===== config.mk =====
export PLATFORM = sky130hd
export DESIGN_NAME = cmd_frame_parser
export DESIGN_NICKNAME = d
export VERILOG_FILES = /design/src/rtl/cmd_frame_parser.sv
export SDC_FILE = /design/constraint.sdc
export NUM_CORES = 1
export LEC_CHECK = 0
export CAP_MARGIN = 20
export CORE_UTILIZATION = 45
export DETAILED_ROUTE_END_ITERATION = 8
export PLACE_DENSITY = 0.66
export SLEW_MARGIN = 20
export SYNTH_ARGS = -nofsm -noshare
export SYNTH_HDL_FRONTEND = slang
export SYNTH_SLANG_ARGS = --single-unit
export TNS_END_PERCENT = 10

===== constraint.sdc =====
create_clock -name tclk -period 7 [get_ports tclk]
set_clock_uncertainty 0.15 [all_clocks]
set_input_delay 1.4 -clock tclk [delete_from_list [all_inputs] [get_ports tclk]]
set_output_delay 1.4 -clock tclk [all_outputs]
set_load 0.02 [all_outputs]

===== src/rtl/cmd_frame_parser.sv =====
// Variable-length command frame parser for the UART byte stream.
// Publishes the experiment select and payload of each good frame and flags malformed or stalled ones.
module cmd_frame_parser #(
    parameter int         MAX_PAYLOAD = 2,
    parameter logic [7:0] HEADER      = 8'hAA,
    parameter logic [7:0] TRAILER     = 8'h55,
    parameter bit         CHK_EN      = 1'b1,
    parameter int         TIMEOUT_CYC = 50000
) (
    input  logic                     tclk,
    input  logic                     rst,
    input  logic [7:0]               rx_data,
    input  logic                     rx_valid,
    output logic [7:0]               exp_sel,
    output logic [8*MAX_PAYLOAD-1:0] payload,
    output logic [3:0]               payload_len,
    output logic                     key_mode,
    output logic                     frame_valid,
    output logic                     frame_err,
    output logic [1:0]               err_code
);

    localparam int PW = 8 * MAX_PAYLOAD;
    localparam int CW = $clog2(TIMEOUT_CYC);

    localparam logic [2:0] ST_IDLE = 3'd0;
    localparam logic [2:0] ST_SEL  = 3'd1;
    localparam logic [2:0] ST_LEN  = 3'd2;
    localparam logic [2:0] ST_DATA = 3'd3;
    localparam logic [2:0] ST_CHK  = 3'd4;
    localparam logic [2:0] ST_TAIL = 3'd5;

    localparam logic [2:0]    ST_AFTER = CHK_EN ? ST_CHK : ST_TAIL;
    localparam logic [7:0]    MAX_LEN  = 8'(MAX_PAYLOAD);
    // The abort fires on the edge where the idle count would reach TIMEOUT_CYC-1.
    localparam logic [CW-1:0] TERM     = CW'(TIMEOUT_CYC - 2);

    localparam logic [1:0] ERR_TIMEOUT = 2'b00;
    localparam logic [1:0] ERR_LENGTH  = 2'b01;
    localparam logic [1:0] ERR_CHKSUM  = 2'b10;
    localparam logic [1:0] ERR_TRAILER = 2'b11;

    logic [2:0]    state;
    logic [CW-1:0] tcnt;
    logic [7:0]    sh_sel;
    logic [3:0]    sh_len;
    logic [3:0]    data_left;
    logic [PW-1:0] sh_pay;
    logic [PW-1:0] sh_next;
    logic [7:0]    chk;

    if (MAX_PAYLOAD > 1) begin : g_shift
        assign sh_next = {sh_pay[PW-9:0], rx_data};
    end else begin : g_single
        assign sh_next = rx_data;
    end

    always_ff @(posedge tclk or posedge rst) begin
        if (rst) begin
            state       <= ST_IDLE;
            tcnt        <= '0;
            sh_sel      <= '0;
            sh_len      <= '0;
            data_left   <= '0;
            sh_pay      <= '0;
            chk         <= '0;
            exp_sel     <= '0;
            payload     <= '0;
            payload_len <= '0;
            key_mode    <= 1'b1;
            frame_valid <= 1'b0;
            frame_err   <= 1'b0;
            err_code    <= ERR_TIMEOUT;
        end else begin
            frame_valid <= 1'b0;
            frame_err   <= 1'b0;

            if (state == ST_IDLE || rx_valid) begin
                tcnt <= '0;
            end else begin
                tcnt <= tcnt + CW'(1);
            end

            if (rx_valid) begin
                case (state)
                    ST_IDLE: begin
                        if (rx_data == HEADER) begin
                            state <= ST_SEL;
                        end
                    end
                    ST_SEL: begin
                        sh_sel <= rx_data;
                        chk    <= rx_data;
                        state  <= ST_LEN;
                    end
                    ST_LEN: begin
                        if (rx_data > MAX_LEN) begin
                            frame_err <= 1'b1;
                            err_code  <= ERR_LENGTH;
                            state     <= ST_IDLE;
                        end else begin
                            sh_len    <= rx_data[3:0];
                            data_left <= rx_data[3:0];
                            chk       <= chk ^ rx_data;
                            sh_pay    <= '0;
                            state     <= (rx_data == 8'd0) ? ST_AFTER : ST_DATA;
                        end
                    end
                    ST_DATA: begin
                        sh_pay    <= sh_next;
                        chk       <= chk ^ rx_data;
                        data_left <= data_left - 4'd1;
                        if (data_left == 4'd1) begin
                            state <= ST_AFTER;
                        end
                    end
                    ST_CHK: begin
                        if (rx_data != chk) begin
                            frame_err <= 1'b1;
                            err_code  <= ERR_CHKSUM;
                            state     <= ST_IDLE;
                        end else begin
                            state <= ST_TAIL;
                        end
                    end
                    ST_TAIL: begin
                        if (rx_data == TRAILER) begin
                            exp_sel     <= sh_sel;
                            payload     <= sh_pay;
                            payload_len <= sh_len;
                            key_mode    <= (sh_len == 4'd0);
                            frame_valid <= 1'b1;
                        end else begin
                            frame_err <= 1'b1;
                            err_code  <= ERR_TRAILER;
                        end
                        state <= ST_IDLE;
                    end
                    default: state <= ST_IDLE;
                endcase
            end else if (state != ST_IDLE && tcnt == TERM) begin
                frame_err <= 1'b1;
                err_code  <= ERR_TIMEOUT;
                state     <= ST_IDLE;
            end
        end
    end

endmodule


== Word-level counts from Yosys, hierarchy flattened ==
Cells that the tools add are included.
Cells by class
  add/subtract/negate cells: 2
  magnitude comparators: 1
  equality and inequality tests: 17
  multiplexer cells: 30
  bitwise logic cells: 2
  reduce and logical (&&, ||, !) cells: 16
Operators by type and width (count)
  16-bit two-way mux: 2
  16-bit one-hot mux with 2 select lines: 1
  8-bit one-hot mux with 3 select lines: 1
  3-bit two-way mux: 7
  16-bit by 1-bit adder with 16-bit output, second input constant: 1
  16-bit == test, second input constant: 1
  3-bit one-hot mux with 5 select lines: 1
  3-bit AND reduction: 5
  3-bit != test, second input constant: 4
  2-bit two-way mux: 5
  8-bit by 7-bit == test with 1-bit output, second input constant: 1
  8-bit == test, second input constant: 1
  8-bit by 2-bit > comparator with 1-bit output, second input constant: 1
  8-bit zero test: 1
  1-bit two-way mux: 8
  8-bit two-way mux: 1
  8-bit != test: 1
  4-bit one-hot mux with 2 select lines: 1
  8-bit XOR: 1
  3-bit by 2-bit == test with 1-bit output, second input constant: 2
  3-bit == test, second input constant: 2
  2-bit one-hot mux with 3 select lines: 1
  3-bit nonzero test: 2
  5-bit AND reduction: 1
  other kinds (15): 16
Storage, ports and cells
  register bits: 92
  input bits: 11
  output and inout bits: 33
  word-level logic and storage cells: 82

== Depth between registers and ports, before layout ==
Gate-level depths: netlist (run 1).
  word-level depth: 5
  depth in mapped cells: 7
  mapped depth without buffers: 7

== Worst setup path before layout (run 1) ==
No wires, ideal clock.
  kind: input to register
  from: in rx_data[3]
  to: reg exp_sel[0]
  library setup time: 0.125 ns
  arrival time: 2.902 ns
  required time: 6.725 ns
  setup slack: 3.824 ns
  cell stages on the path: 5
  cells stage by stage: buf_6 -> or4_4 -> nor3_4 -> buf_6 -> mux2_2
On the way
  longest elaborated chain between the ends: 2
Ends and longest elaborated chain
  start, declared: RTL line 12  | input logic [7:0] rx_data,
  8-bit by 7-bit == test with 1-bit output: RTL line 127  | if (rx_data == TRAILER) begin
  3-bit AND reduction (no line)
  end signal, assigned: RTL line 128  | exp_sel <= sh_sel;
  end, declared: RTL line 14  | output logic [7:0] exp_sel,
No other way between the ends.
A chain may end at the register's enable or synchronous reset.

== Worst setup path in the final report (run 1) ==
  from: in rx_valid
  to: reg sh_sel[7]
On the way
  longest elaborated chain between the ends: 1
Ends and longest elaborated chain
  start, declared: RTL line 13  | input logic rx_valid,
  2-bit AND reduction (no line)
  end signal, assigned: RTL line 92  | sh_sel <= rx_data;
  end, declared: RTL line 45  | logic [7:0] sh_sel;
No other way between the ends.

==> results of run 1 <==
synthesized netlist by cell type, drive strengths merged (3+ instances only):
| cell type | n |
|---|---|
| dfrtp | 91 |
| nand2 | 59 |
| mux2 | 39 |
| xor2 | 26 |
| nor2 | 23 |
| o21ai | 21 |
| nand3 | 18 |
| clkbuf | 12 |
| a21oi | 10 |
| buf | 8 |
| nand4 | 7 |
| and2 | 6 |
| inv | 6 |
| nand2b | 5 |
| nor3 | 5 |
| ha | 4 |
| nor4 | 4 |
| a211oi | 3 |
| or3 | 3 |
| or4 | 3 |
per-stage QoR:
stage                     util, %  power [uW]  instances  cell area, sq um  setup slack, ps
after detailed placement    52.77        1015        515              4669             3057
final                       55.37        1409        531              4900             3445
after global routing        55.37        1491        531              4900             3319
after global placement      52.77        1007        515              4669             3100
after CTS                   55.37        1423        531              4900             3447
after floorplan                 -       922.8        380              4178             3060
sequential cells by signal, indices dropped and copies added, names as in the netlist:
signal and count:
chk 8, data_left 4, err_code 2, exp_sel 8, frame_err 1, frame_valid 1, key_mode 1, payload 16
payload_len 4, sh_len 4, sh_pay 16, sh_sel 8, state 3, tcnt 16
routing by layer:
metal / global-route usage, % / up-vias / part of all wire, %
met4: 6.429 / 0 / 1.0
li1: - / 1386 / -
met3: 4.223 / 6 / 4.3
met1: 24.85 / 1413 / 49
met5: 0 / - / 0
met2: 26.60 / 61 / 46
layout make-up:
| class | count | area share [%] |
|---|---|---|
| timing repair buffer | 47 | 9.397 |
| inverter | 6 | 0.4852 |
| clock inverter | 6 | 1.890 |
| clock buffer | 10 | 2.809 |
| multi-input combinational | 262 | 35.65 |
| tap | 108 | 2.758 |
| sequential | 92 | 47.01 |
placed cells by master, fill, tap and decap left out, drive strengths merged, types with 3 or more instances in the layout:
| cell type | Yosys | final |
|---|---|---|
| nor4 | 4 | 4 |
| nand4 | 7 | 7 |
| nand3 | 18 | 18 |
| or3 | 3 | 3 |
| or4 | 3 | 3 |
| nor2 | 23 | 23 |
| ha | 4 | 4 |
| and2 | 6 | 6 |
| dfrtp | 91 | 91 |
| buf | 8 | 4 |
| nand2 | 59 | 59 |
| nor3 | 5 | 5 |
| clkbuf | 12 | 10 |
| clkdlybuf4s50 | 0 | 43 |
| mux2 | 39 | 39 |
| a211oi | 3 | 3 |
| inv | 6 | 7 |
| o21ai | 21 | 21 |
| nand2b | 5 | 5 |
| xor2 | 26 | 26 |
| a21oi | 10 | 10 |
power breakdown:
part	switching, uW	total, uW	internal [uW]
clock	193	407	213
sequential	84.1	704	620
combinational	167	298	132
total	444	1410	965
worst max path at each step:
stage	from	end	slack, ps	cells past startpoint
after CTS	rx_data[3]	err_code[1]	3450	7
final	rx_valid	sh_sel[7]	3440	5
after detailed placement	rx_data[3]	err_code[1]	3060	7
after floorplan	rst	chk[0]	3060	1
after global placement	rx_data[3]	err_code[1]	3100	7
after global routing	rx_data[3]	data_left[0]	3320	6
worst reg2reg max path, stage by stage (launching register included):
cell	delay (ps)
dfrtp_1	530
nor2_1	310
nand3_1	640
mux2_2	520
cell families (layout without fill, tap and decap cells):
logic type | after synthesis | after routing
and+or+nand+nor | 144 | 144
buffers and inverters | 26 | 69
AOI/OAI and AO/OA | 48 | 48
adders and majority gates | 4 | 4
xor gates and xnor gates | 27 | 27
muxes | 39 | 39
DFF | 92 | 92
==> reports/results.txt, run 1 <==
initial antenna violation count -> 0
Placer Congestion -> 0.8334
largest family of logic cells by synthesized area -> simple AND/OR/NAND/NOR gates
clock root buffer -> clkbuf_8
Die H -> 98.36 um
post-synthesis adder-cell area fraction -> 1.198%
post-synthesis sequential area ratio -> 55.14%
DRT iter0 DRCs -> 133
Compound-Gate Fraction of Synth Area -> 7.278%
total gr overflow -> 0
R2R depth -> 3
Worst Setup Start Kind -> input port
RR Startpoint -> state[2]
CP max stage cell -> clkdlybuf4s50_1
fin. max-slew vios -> 0
DRT Pass-1 Iters -> 8
FF+latch area -> 2303 sq um
Final min period -> 3555 ps
CP peak stage delay -> 660 ps
leakage -> 0.002209 uW
flops & latches, synth -> 92
starting density of the core -> 47.21%
Avg WL per Cell -> 14.90 um
failing checks -> DRC
area growth from synthesis to layout -> 17.28%
Post-DP HPWL -> 5369 um
Setup crit end kind -> flip-flop
vias per cell -> 5.397
share of post-route cells with drive strength above 1 -> 16.31%
Netlist Area Pre-Place -> 4178 sq um
htree depth -> 3
Core Rows -> 34
Clk pin slew, worst setup/hold paths -> 90 ps
Max Cap Viol -> 0
Least-Margin Pin Slew -> 824.9 ps
global-route usage over all layers -> 17.63%
largest net degree at the start of global routing -> 60
syn_nets -> 395
fmax -> 281.3 MHz
hold_ws -> 317.2 ps
worst hold path cell count -> 2
vias in the first global route -> 2712
r2r setup slk -> 4740 ps
RSZ-0062 raised after global routing -> no
post-synthesis cell count -> 380
Max IR drop VDD -> 106.0 uV
Post-synth EDFFs -> 0
post-synthesis xor/xnor area fraction -> 5.660%
Routed Wire Length -> 7910 um
DRC -> 2
core footprint -> 8848 sq um
CP bufs+invs -> 2
Longest Clk Path Bufs -> 2
io pins -> 44
Post-synth ARST share -> 100.0%
crit path max fanout -> 18
Die Width -> 98.36 um
status -> finished, violations left
area occupied by multi-input gates -> 1747 sq um
final net count -> 433
hold worst-path end -> sh_pay[8]
warning count from the yosys run -> 0
Req. time, crit path -> 7090 ps
Total Neg Setup Slack -> 0 ps
antenna cell count -> 0
max_slew headroom -> 44.85%
Primary FF master, synth -> dfrtp_1
DR vias -> 2866
Tcrit/Tclk final -> 50.79%
Cell variety after synth -> 49
family with the most delay on the worst path -> simple AND/OR/NAND/NOR gates
Synth Area in Simple Gates -> 17.04%
Final Setup Violations -> 0
Pwr per Cell Area -> 287.6 nW/um^2
Post-CTS Setup Bufs -> 0
CTS Hold Bufs -> 0
clk_lat worst skew -> 360 ps
first-pass GRT wire length -> 13390 um
crit-path cells -> clkdlybuf4s50_1 -> inv_1 -> nor2_1 -> nand3_1 -> mux2_2
antenna-violating nets left -> 0
HP Class -> reg -> reg
CTS tree -> built
worst hold start -> sh_pay[8]
Crit Reg-Reg Endpoint -> sh_sel[7]
Sink Count -> 92
CTS Buf Count -> 9
post-synthesis mux area share -> 10.51%
Mean Syn Cell Area -> 10.99 sq um
Arrival @ worst endpoint -> 3640 ps
final hold vios -> 0
Yosys top cell by area -> dfrtp_1
post-synth top area share -> 54.51%
Layout fillers -> 776
PortBufs -> 43
critical path class -> in -> reg
largest cells by area after synthesis -> dfrtp_1 (55%), mux2_2 (11%), xor2_1 (5.5%), nand2_1 (5.3%), o21ai_0 (2.3%)
die area -> 9674 sq um
cts repair resizes -> 0
Note: power is estimated with default switching activity, not from simulation.
==> run 2, diff against run 1 <==
- PLACE_DENSITY: 0.66 -> 0.68
- clock period: 7 -> 3.2 ns (I/O delays scaled with it)
==> run 2 against run 1 <==
Compared with the run above:
- worst setup slack worse by 2700 ps
- the flow still finishes with violations (DRC)
- via count up 2.4%
- clock-buffer cell count down 1
- worst hold slack better by 3.9 ps
- critical path type unchanged
==> reports/results.txt, run 2 (synthesis results as in run 1) <==
crit-path cells -> clkdlybuf4s50_1 -> or4_4 -> nor3_4 -> buf_12 -> nor2_2 -> a32o_1 -> a21o_1
CP peak stage delay -> 570 ps
CP max stage cell -> or4_4
CTS Buf Count -> 9
Final min period -> 2491 ps
Least-Margin Pin Slew -> 541.1 ps
io pins -> 44
Max Cap Viol -> 0
Area after DPL -> 4782 sq um
clk_lat worst skew -> 360 ps
Setup crit end kind -> flip-flop
critical path class -> in -> reg
Worst Setup Start Kind -> input port
die area -> 9674 sq um
CTS tree -> built
leakage -> 0.002244 uW
DRC -> 1
share of post-route cells with drive strength above 1 -> 18.06%
area growth from synthesis to layout -> 18.54%
Post-CTS Setup Bufs -> 0
Die Width -> 98.36 um
htree depth -> 3
total gr overflow -> 0
vias per cell -> 5.433
Final Setup Violations -> 0
DR vias -> 2934
clock root buffer -> clkbuf_8
HP Class -> reg -> reg
Req. time, crit path -> 3310 ps
Max IR drop VDD -> 268.7 uV
Clk pin slew, worst setup/hold paths -> 90 ps
Placer Congestion -> 0.8716
DRT iter0 DRCs -> 163
DRT Pass-1 Iters -> 8
final hold vios -> 0
antenna cell count -> 0
first-pass GRT wire length -> 14210 um
vias in the first global route -> 2919
CTS Hold Bufs -> 0
Longest Clk Path Bufs -> 2
most common cell after layout, fill and taps aside -> dfrtp_1
final net count -> 443
core footprint -> 8848 sq um
failing checks -> DRC
Total Neg Setup Slack -> 0 ps
Final Cell Area -> 4952 sq um
RSZ-0062 raised after global routing -> no
max_slew headroom -> 63.84%
fmax -> 401.4 MHz
fin util -> 55.97%
cts repair resizes -> 0
Core Rows -> 34
status -> finished, violations left
crit path max fanout -> 35
pre-CTS WS -> 332.8 ps
global-route usage over all layers -> 18.61%
PortBufs -> 43
Die H -> 98.36 um
most frequent cells in the layout -> dfrtp_1 (91), nand2_1 (59), clkdlybuf4s50_1 (43)
largest net degree at the start of global routing -> 42
Arrival @ worst endpoint -> 2600 ps
Setup WS post-layout -> 709.0 ps
initial antenna violation count -> 0
Avg WL per Cell -> 15.02 um
Sink Count -> 92
Post-DP HPWL -> 5677 um
Pwr per Cell Area -> 590.9 nW/um^2
Routed Wire Length -> 8111 um
Tcrit/Tclk final -> 77.84%
starting density of the core -> 47.21%
antenna-violating nets left -> 0
fin. max-slew vios -> 0
biggest registers after layout -> payload (16), sh_pay (16), tcnt (16)
-- run 2: cell count changes in the layout (fill, tap and decap cells not counted) --
cell / before / now
buf_12: 0 / 3
buf_4: 4 / 11
bufinv_16: 2 / 0
clkbuf_8: 10 / 9
clkinv_2: 1 / 2
inv_6: 2 / 3
-- run 2: cell type report --
class	count	area (sq um)
repair buffers	57	573.1
clock inverters	6	46.29
well taps	108	135.1
flip-flops and latches	92	2303
clock buffers	9	123.9
fillers	779	3896
multi-input cells	262	1747
inverters	6	23.77
-- run 2: metal layers --
layer	vias up	wire length, um	GRT usage (%)
met1	1470	3832	25.87
li1	1401	-	-
met5	-	0	0
met3	10	318	4.080
met2	53	3851	29.25
met4	0	108	5.855
-- run 2: final timing paths --
check	start	endpoint	slack, ps	cells after the start
hold reg to reg	sh_pay[9]	sh_pay[9]	320	2
hold / removal	sh_pay[9]	sh_pay[9]	320	2
min in group asynchronous	rst	payload[12]	460	2
setup / recovery	rx_data[3]	err_code[1]	710	7
setup reg to reg	state[0]	err_code[1]	1140	6
max in group asynchronous	rst	chk[6]	1750	3
-- run 2: through the flow --
stage          hold WS [ps]  total power [uW]  std cells
2_1_floorplan         283.1              2019        380
3_3_place_gp          295.0              2230        525
3_5_place_dp          301.2              2254        525
4_1_cts               323.7              2964        540
5_1_grt               353.8              3132        540
6_report              321.1              2926        540
-- run 2: critical path: cells and delay by family --
| family | cells | cell delay [ps] |
|---|---|---|
| AOI/OAI and AO/OA | 2 | 390 |
| buffers and inverters | 2 | 720 |
| and+or+nand+nor | 3 | 850 |
-- run 2: power breakdown --
group | internal [uW] | switching, uW
clock network | 285 | 416
logic | 312 | 374
registers | 1360 | 184
total | 1950 | 974
